[src/rtl/usb_out_txn_ctrl.sv]
// Host OUT transaction sequencer: OUT token, inter-packet gap, DATA0, then handshake wait.
// NAK, timeout or a corrupt reply trigger a full resend until the retry budget runs out.
module usb_out_txn_ctrl #(
  parameter int MAX_RETRIES = 3,
  parameter int IPG_CYCLES  = 4,
  parameter int TIMEOUT_CYC = 64,
  localparam int RETRY_W    = (MAX_RETRIES > 0) ? $clog2(MAX_RETRIES + 1) : 1
) (
  input  logic               clk,
  input  logic               rst,
  input  logic               req,
  input  logic [6:0]         req_addr,
  input  logic [3:0]         req_endp,
  input  logic [63:0]        req_data,
  output logic               busy,
  output logic               done,
  output logic [1:0]         status,
  output logic [RETRY_W-1:0] retries_used,
  output logic               pkt_avail,
  output logic [7:0]         pid_in,
  output logic [6:0]         addr_in,
  output logic [3:0]         endp_in,
  output logic [63:0]        data_in,
  input  logic               enc_last,
  input  logic               stall,
  input  logic               rx_valid,
  input  logic [7:0]         rx_pid,
  input  logic               rx_err
);

  localparam logic [7:0] PID_OUT   = 8'b1110_0001;
  localparam logic [7:0] PID_DATA0 = 8'b1100_0011;
  localparam logic [7:0] PID_ACK   = 8'b1101_0010;
  localparam logic [7:0] PID_NAK   = 8'b0101_1010;

  localparam logic [1:0] ST_ACK     = 2'b00;
  localparam logic [1:0] ST_NAK     = 2'b01;
  localparam logic [1:0] ST_TIMEOUT = 2'b10;
  localparam logic [1:0] ST_BAD     = 2'b11;

  localparam int CNT_MAX = (IPG_CYCLES > TIMEOUT_CYC) ? IPG_CYCLES : TIMEOUT_CYC;
  localparam int CNT_W   = $clog2(CNT_MAX + 1);

  typedef enum logic [3:0] {
    IDLE,
    SEND_TOK,
    WAIT_TOK,
    GAP_D,
    SEND_DAT,
    WAIT_DAT,
    WAIT_HS,
    GAP_R,
    DONE
  } state_t;

  state_t            state;
  logic [CNT_W-1:0]  cnt;
  logic [6:0]        addr_q;
  logic [3:0]        endp_q;
  logic [63:0]       data_q;

  logic              pkt_end;
  logic              rx_ack;
  logic              hs_fail;
  logic [1:0]        hs_cause;

  assign pkt_end = enc_last & ~stall;
  assign rx_ack  = rx_valid & ~rx_err & (rx_pid == PID_ACK);

  // A reply in the last timeout cycle takes precedence over the timeout itself.
  always_comb begin
    hs_fail  = 1'b0;
    hs_cause = ST_ACK;
    if (rx_valid) begin
      if (!rx_ack) begin
        hs_fail  = 1'b1;
        hs_cause = (!rx_err && rx_pid == PID_NAK) ? ST_NAK : ST_BAD;
      end
    end else if (cnt == CNT_W'(TIMEOUT_CYC - 1)) begin
      hs_fail  = 1'b1;
      hs_cause = ST_TIMEOUT;
    end
  end

  // pkt_avail is raised on entry to SEND_TOK/SEND_DAT so the gap before it is exactly IPG_CYCLES.
  always_ff @(posedge clk or posedge rst) begin
    if (rst) begin
      state        <= IDLE;
      cnt          <= '0;
      addr_q       <= '0;
      endp_q       <= '0;
      data_q       <= '0;
      busy         <= 1'b0;
      done         <= 1'b0;
      status       <= ST_ACK;
      retries_used <= '0;
      pkt_avail    <= 1'b0;
      pid_in       <= '0;
      addr_in      <= '0;
      endp_in      <= '0;
      data_in      <= '0;
    end else begin
      pkt_avail <= 1'b0;
      done      <= 1'b0;
      case (state)
        IDLE: begin
          if (req) begin
            addr_q       <= req_addr;
            endp_q       <= req_endp;
            data_q       <= req_data;
            addr_in      <= req_addr;
            endp_in      <= req_endp;
            pid_in       <= PID_OUT;
            pkt_avail    <= 1'b1;
            busy         <= 1'b1;
            status       <= ST_ACK;
            retries_used <= '0;
            state        <= SEND_TOK;
          end
        end
        SEND_TOK: state <= WAIT_TOK;
        WAIT_TOK: begin
          if (pkt_end) begin
            cnt   <= '0;
            state <= GAP_D;
          end
        end
        GAP_D: begin
          if (cnt == CNT_W'(IPG_CYCLES - 1)) begin
            cnt       <= '0;
            pid_in    <= PID_DATA0;
            data_in   <= data_q;
            pkt_avail <= 1'b1;
            state     <= SEND_DAT;
          end else begin
            cnt <= cnt + CNT_W'(1);
          end
        end
        SEND_DAT: state <= WAIT_DAT;
        WAIT_DAT: begin
          if (pkt_end) begin
            cnt   <= '0;
            state <= WAIT_HS;
          end
        end
        WAIT_HS: begin
          if (rx_ack) begin
            status <= ST_ACK;
            done   <= 1'b1;
            busy   <= 1'b0;
            state  <= DONE;
          end else if (hs_fail) begin
            if (retries_used < RETRY_W'(MAX_RETRIES)) begin
              retries_used <= retries_used + RETRY_W'(1);
              cnt          <= '0;
              state        <= GAP_R;
            end else begin
              status <= hs_cause;
              done   <= 1'b1;
              busy   <= 1'b0;
              state  <= DONE;
            end
          end else begin
            cnt <= cnt + CNT_W'(1);
          end
        end
        GAP_R: begin
          if (cnt == CNT_W'(IPG_CYCLES - 1)) begin
            cnt       <= '0;
            pid_in    <= PID_OUT;
            addr_in   <= addr_q;
            endp_in   <= endp_q;
            pkt_avail <= 1'b1;
            state     <= SEND_TOK;
          end else begin
            cnt <= cnt + CNT_W'(1);
          end
        end
        DONE: state <= IDLE;
        default: state <= IDLE;
      endcase
    end
  end

endmodule

[config.mk]
export PLATFORM = sky130hd
export DESIGN_NAME = usb_out_txn_ctrl
export DESIGN_NICKNAME = d
export VERILOG_FILES = /design/src/rtl/usb_out_txn_ctrl.sv
export SDC_FILE = /design/constraint.sdc
export NUM_CORES = 1
export LEC_CHECK = 0
export CAP_MARGIN = 25
export CORE_ASPECT_RATIO = 1.25
export CORE_UTILIZATION = 45
export DETAILED_ROUTE_END_ITERATION = 12
export GPL_TIMING_DRIVEN = 0
export PLACE_DENSITY = 0.81
export SYNTH_ARGS = -nofsm -noshare
export SYNTH_HDL_FRONTEND = slang
export SYNTH_SLANG_ARGS = --single-unit
[constraint.sdc]
create_clock -name clk -period 9.1 [get_ports clk]
set_clock_uncertainty 0.2 [all_clocks]
set_input_delay 1.82 -clock clk [delete_from_list [all_inputs] [get_ports clk]]
set_output_delay 1.82 -clock clk [all_outputs]
set_load 0.02 [all_outputs]
==> results of run 1 <==
## cell usage in the layout, fill, tap and decap left out, drive strengths merged, types with 4 or more instances in the layout
| cell type | instances |
|---|---|
| buf | 23 |
| nand3 | 8 |
| mux2i | 14 |
| a211o | 4 |
| nand2 | 16 |
| mux2 | 142 |
| nor2 | 16 |
| inv | 8 |
| and3 | 4 |
| clkdlybuf4s50 | 176 |
| o21ai | 7 |
| a21oi | 16 |
| clkbuf | 26 |
| dfrtp | 171 |
## critical path, cell delays in order
cell,delay (ns)
clkdlybuf4s50_1,0.50
and2b_1,0.20
a31o_2,0.29
o211a_4,0.18
a211o_4,0.32
a221o_1,0.36
## power by group through the flow
stage	registers (mW)	clock network [mW]	logic, mW
floorplan	1.45	0	0.500
global placement	1.26	0	1.14
global route	1.32	0.794	1.26
finish	1.28	0.742	1.18
detailed placement	1.29	0	1.19
CTS	1.28	0.762	1.20
## through the flow
| step | cell area [sq um] | setup slack (ns) | utilization, % | hold slack, ns | instances |
|---|---|---|---|---|---|
| after global routing | 9565 | 5.459 | 63.71 | 0.3121 | 866 |
| after floorplan | 6927 | 2.448 | - | 0.2522 | 475 |
| final | 9565 | 5.534 | 63.71 | 0.2878 | 866 |
| after detailed placement | 8951 | 5.100 | 59.62 | 0.2762 | 834 |
| after CTS | 9565 | 5.543 | 63.71 | 0.2923 | 866 |
| after global placement | 8916 | 0.6138 | 59.38 | 0.2606 | 833 |
## kinds of logic (layout without fill, tap and decap cells)
kind of cell             after synthesis  after routing  synth area share, %
other                                  1              3              0.05420
flip-flops                           171            171                61.84
buffers and inverters                 32            241                2.333
AND/OR/NAND/NOR                       67             67                5.534
XOR/XNOR                               1              1               0.1266
multiplexers                         156            156                25.14
AO/OA/AOI/OAI                         43             43                4.612
adder cells (fa/ha/maj)                2              2               0.3616
## synth_stat cells, drive strengths merged, types with 2 or more instances
| library cell | instances |
|---|---|
| nor2 | 16 |
| nand3 | 8 |
| a31oi | 3 |
| inv | 7 |
| o21ai | 7 |
| mux2 | 142 |
| a21oi | 16 |
| dfrtp | 171 |
| mux2i | 14 |
| nor3 | 3 |
| o211a | 2 |
| ha | 2 |
| a221o | 3 |
| clkbuf | 3 |
| a211o | 4 |
| and2 | 2 |
| nor4 | 2 |
| nand2 | 16 |
| nor2b | 3 |
| nor4b | 2 |
| and3 | 4 |
| or2 | 3 |
| buf | 22 |
## per-layer routing
metal / global-route usage, % / vias up
li1: - / 2079
met1: 22.32 / 2255
met2: 36.58 / 136
met3: 5.847 / 25
met4: 8.657 / 2
met5: 0 / -
## worst paths after layout
path / startpoint / cells past startpoint / slack, ns / to
worst max register to register: cnt[0] / 6 / 6.79 / data_in[62]
worst min register to register: data_q[42] / 1 / 0.29 / data_in[42]
max in group asynchronous: rst / 3 / 6.17 / data_q[60]
worst max-delay path: rx_pid[3] / 6 / 5.53 / cnt[6]
worst min-delay path: data_q[42] / 1 / 0.29 / data_in[42]
min in group asynchronous: rst / 2 / 1.58 / data_in[23]
## state kept, by name, summed over array words and instances (netlist names), 4 cells and up
register / cells
data_q: 64
data_in: 64
endp_q: 4
cnt: 7
addr_in: 7
addr_q: 7
state: 4
endp_in: 4
## area by class of cell
type	count	area [sq um]
repair buffers	177	1789
clock inverters	9	136.4
multi-input cells	272	2486
well taps	182	227.7
plain buffers	25	135.1
clock buffers	23	478.0
flip-flops and latches	171	4279
inverters	7	33.78
fillers	1145	5449
==> impl_metrics.env, run 1 <==
export IMPL_fp_dieW_microns=112.9
export IMPL_cp_end_kind="register"
export IMPL_n_antenna_cell=0
export IMPL_dieArea_sq_um=15880
export IMPL_clock_latency_ns=0.42
export IMPL_switching_share_pct=31.56
export IMPL_syn_to_final_growth_pct=38.25
export IMPL_grt_first_pass_wirelength_microns=24660
export IMPL_total_power_mw=3.202
export IMPL_drt_first_pass_iters=5
export IMPL_pwr_share_seq_pct=39.8
export IMPL_ir_drop_v=0.0001772
export IMPL_drc_errors=0
export IMPL_ys_async_sr_fraction_pct=100.0
export IMPL_postRouteAntennaNets=0
export IMPL_finalSetupViolations=0
export IMPL_yosysTopAreaCell="dfrtp_1"
export IMPL_crit_arrival_ns=3.66
export IMPL_place_hpwl_microns=10900
export IMPL_cts_sinks=171
export IMPL_clkTransAtPathRegs_ns=0.06
export IMPL_yosys_top_cells_area="dfrtp_1, mux2_2, mux2i_1, a21oi_1, mux2_1"
export IMPL_synthCells=473
export IMPL_met2_wirelength_microns=8242
export IMPL_power_share_clock_pct=23.2
export IMPL_start_util_pct=46.08
export IMPL_hold_class="reg2reg"
export IMPL_synth_area_per_cell_sq_um=14.63
export IMPL_startpoint_type="primary input"
export IMPL_grt_overflow_total=0
export IMPL_synth_seq_area_share_pct=61.84
export IMPL_drt_wl_total_microns=15090
export IMPL_slew_headroom_pct=56.25
export IMPL_required_ns=9.20
export IMPL_p_leak_nw=4.439
export IMPL_ioPinCount=180
export IMPL_grt_setup_unrepaired="no"
export IMPL_slew_violations=0
export IMPL_cts_buffers=17
export IMPL_period_minus_slack_ns=3.566
export IMPL_max_freq_mhz=280.4
export IMPL_post_cts_setup_buffers=0
export IMPL_vias=4497
export IMPL_ys_ff_latch=171
export IMPL_p_per_area_nw_per_um2=334.8
export IMPL_grt_max_degree=128
export IMPL_ys_flop_type="dfrtp_1"
export IMPL_maxCapViolCount=0
export IMPL_antenna_found_initial=1
export IMPL_intPower_mw=2.192
export IMPL_yosys_warnings=0
export IMPL_tns_ns=0
export IMPL_wl_met1_microns=5670
export IMPL_worstMarginPinSlew_ns=0.6563
export IMPL_drive_gt1_share_pct=29.53
export IMPL_top_layer="met5"
export IMPL_ctsResizeCount=0
export IMPL_period_share_pct=39.19
export IMPL_die_h_microns=140.6
export IMPL_outcome="completed"
export IMPL_ys_types=50
export IMPL_finalHoldViolCount=0
export IMPL_placement_rows=50
export IMPL_cts_root_buf="clkbuf_16"
export IMPL_cts_buffer_depth=2
export IMPL_grt_pass1_vias=4885
export IMPL_dr_wl_met3_microns=830
export IMPL_io_buffers=176
export IMPL_synth_edf_count=0
export IMPL_cts_tree="built"
export IMPL_postCtsHoldBufs=0
export IMPL_post_drt_via_cell_ratio=5.193
export IMPL_syn_cell_area_sq_um=6919
export IMPL_crit_type="in2reg"
export IMPL_synth_top_area_share_pct=61.84
export IMPL_fin_nets=763
export IMPL_drtIter0Drc=219
export IMPL_coreArea_sq_um=15010
export IMPL_switchingPower_mw=1.011
export IMPL_cts_max_level=4
export IMPL_wire_per_inst_microns=17.43
export IMPL_path_max_fanout=7
export IMPL_grt_usage_pct=20.32
export IMPL_power_combinational_fraction_pct=37.0
export IMPL_gp_congestion=0.7993
No activity file was read; power rests on OpenSTA's default activity.
==> run 2: changes to the inputs <==
--- a/config.mk
+++ b/config.mk
@@ -7,10 +7,10 @@
 export LEC_CHECK = 0
 export CAP_MARGIN = 25
 export CORE_ASPECT_RATIO = 1.25
-export CORE_UTILIZATION = 45
+export CORE_UTILIZATION = 44
 export DETAILED_ROUTE_END_ITERATION = 12
 export GPL_TIMING_DRIVEN = 0
-export PLACE_DENSITY = 0.81
+export PLACE_DENSITY = 0.82
 export SYNTH_ARGS = -nofsm -noshare
 export SYNTH_HDL_FRONTEND = slang
 export SYNTH_SLANG_ARGS = --single-unit
==> constraint.sdc (replaced) <==
create_clock -name clk -period 2.9 [get_ports clk]
set_clock_uncertainty 0.2 [all_clocks]
set_input_delay 0.58 -clock clk [delete_from_list [all_inputs] [get_ports clk]]
set_output_delay 0.58 -clock clk [all_outputs]
set_load 0.02 [all_outputs]
==> impl_metrics.env, run 2 (synthesis gave the netlist of run 1 again) <==
export IMPL_outcome="completed"
export IMPL_r2r_end="data_in[58]"
export IMPL_crit_arrival_ns=2.45
export IMPL_cts_buffers=17
export IMPL_dieArea_sq_um=16230
export IMPL_cp_num_buf_inv=1
export IMPL_reg2reg_depth=6
export IMPL_required_ns=2.99
export IMPL_clock_latency_ns=0.42
export IMPL_ioPinCount=180
export IMPL_reg2reg_from="cnt[0]"
export IMPL_cts_root_buf="clkbuf_16"
export IMPL_die_h_microns=142.2
export IMPL_gp_congestion=0.7632
export IMPL_period_minus_slack_ns=2.356
export IMPL_grt_overflow_total=0
export IMPL_cpPeakStageDelay_ns=0.51
export IMPL_rrSetupSlack_ns=0.56
export IMPL_coreArea_sq_um=15200
export IMPL_path_cells="clkdlybuf4s50_1 -> and4b_4 -> a31o_2 -> o211a_4 -> a211o_4 -> a221o_1"
export IMPL_slew_headroom_pct=61.81
export IMPL_io_buffers=176
export IMPL_cts_max_level=4
export IMPL_worstMarginPinSlew_ns=0.5729
export IMPL_max_freq_mhz=424.4
export IMPL_crit_family="compound AO/OA/AOI/OAI gates"
export IMPL_ctsResizeCount=0
export IMPL_n_antenna_cell=0
export IMPL_grt_usage_pct=19.88
export IMPL_switching_share_pct=31.43
export IMPL_cp_end_kind="register"
export IMPL_postRouteAntennaNets=0
export IMPL_startpoint_type="primary input"
export IMPL_p_leak_nw=4.451
export IMPL_cts_sinks=171
export IMPL_place_hpwl_microns=11000
export IMPL_finalHoldViolCount=0
export IMPL_mostFrequentLayoutCells="clkdlybuf4s50_1, dfrtp_1, mux2_2"
export IMPL_grt_setup_unrepaired="no"
export IMPL_cts_buffer_depth=2
export IMPL_power_share_clock_pct=23.2
export IMPL_period_share_pct=81.25
export IMPL_path_max_fanout=7
export IMPL_post_drt_via_cell_ratio=5.087
export IMPL_cts_tree="built"
export IMPL_reg_top3="data_in: 64 flops, data_q: 64 flops"
export IMPL_crit_type="in2reg"
export IMPL_intPower_mw=6.892
export IMPL_postCtsHoldBufs=0
export IMPL_postPlaceCellArea_sq_um=9012
export IMPL_wire_per_inst_microns=16.82
export IMPL_drive_gt1_share_pct=29.64
export IMPL_hold_ws_ns=0.2631
export IMPL_postLayoutCellArea_sq_um=9635
export IMPL_hold_class="in2async"
export IMPL_grt_pass1_vias=4959
export IMPL_grt_first_pass_wirelength_microns=24550
export IMPL_grt_max_degree=47
export IMPL_syn_to_final_growth_pct=39.26
export IMPL_placement_rows=50
export IMPL_drtIter0Drc=147
export IMPL_switchingPower_mw=3.158
export IMPL_drt_wl_total_microns=15020
export IMPL_fin_nets=766
export IMPL_fp_dieW_microns=114.2
export IMPL_start_util_pct=45.51
export IMPL_drc_errors=0
export IMPL_slew_violations=0
export IMPL_final_core_util_pct=63.38
export IMPL_vias=4543
export IMPL_power_combinational_fraction_pct=37.0
export IMPL_maxCapViolCount=0
export IMPL_crit_path_top_delay_cell="clkdlybuf4s50_1"
export IMPL_ir_drop_v=0.0005884
export IMPL_post_cts_setup_buffers=0
export IMPL_final_common_cell="clkdlybuf4s50_1"
export IMPL_finalSetupViolations=0
export IMPL_pwr_share_seq_pct=39.8
export IMPL_p_per_area_nw_per_um2=1043
export IMPL_antenna_found_initial=0
export IMPL_clkTransAtPathRegs_ns=0.06
export IMPL_drt_first_pass_iters=4
-- run 2: cell types whose count changed in the layout (fill, tap and decap cells not counted), sizes merged --
cell,before,now
buf,23,26
clkinv,3,2
clkinvlp,2,3
clkbuf,26,23
bufinv,3,4
-- run 2: how the worst max path moves through the flow --
stage / cells after the start / from / slack [ns] / endpoint
4_1_cts: 6 / cnt[0] / 0.55 / data_in[58]
6_report: 6 / rx_valid / 0.54 / cnt[4]
3_3_place_gp: 2 / rst / -1.25 / addr_q[6]
5_1_grt: 6 / cnt[1] / 0.44 / data_in[18]
3_5_place_dp: 6 / rx_valid / 0.13 / cnt[4]
2_1_floorplan: 1 / rst / -0.06 / addr_in[0]
-- run 2: layer usage --
layer  track usage (%)  wire, microns
met1             21.70           5668
met2             34.90           8020
met3             6.857            957
met4             8.544            370
met5                 0              0
-- run 2: per-stage QoR --
stage,setup TNS (ns),total power [mW],instances,setup slack (ns)
6_report,0,10.05,893,0.5439
5_1_grt,0,10.61,893,0.4410
4_1_cts,0,10.16,892,0.5470
3_5_place_dp,0,7.779,862,0.1253
3_3_place_gp,-212.06,7.542,859,-1.248
2_1_floorplan,-10.72,6.114,475,-0.06270
-- run 2: worst register-to-register path, stage by stage (launching register included) --
cell and delay [ns]:
dfrtp_1 0.39, ha_1 0.25, nor4b_2 0.19, and2_1 0.21, nand2_2 0.27, buf_2 0.35
mux2_2 0.38
-- run 2: final cells by class --
type,count,area (sq um)
Fill cell,1174,5567
Buffer,25,135.1
Timing Repair Buffer,180,1842
Clock inverter,10,166.4
Inverter,7,30.03
Sequential cell,171,4279
Tap cell,208,260.3
Clock buffer,20,436.7
Multi-Input combinational cell,272,2486
-- run 2: power by group through the flow --
stage | Sequential (mW) | Clock (mW) | Combinational (mW)
2_1_floorplan | 4.55 | 0 | 1.57
3_3_place_gp | 3.96 | 0 | 3.58
3_5_place_dp | 4.05 | 0 | 3.73
4_1_cts | 4.01 | 2.40 | 3.75
5_1_grt | 4.13 | 2.49 | 3.99
6_report | 4.00 | 2.33 | 3.71
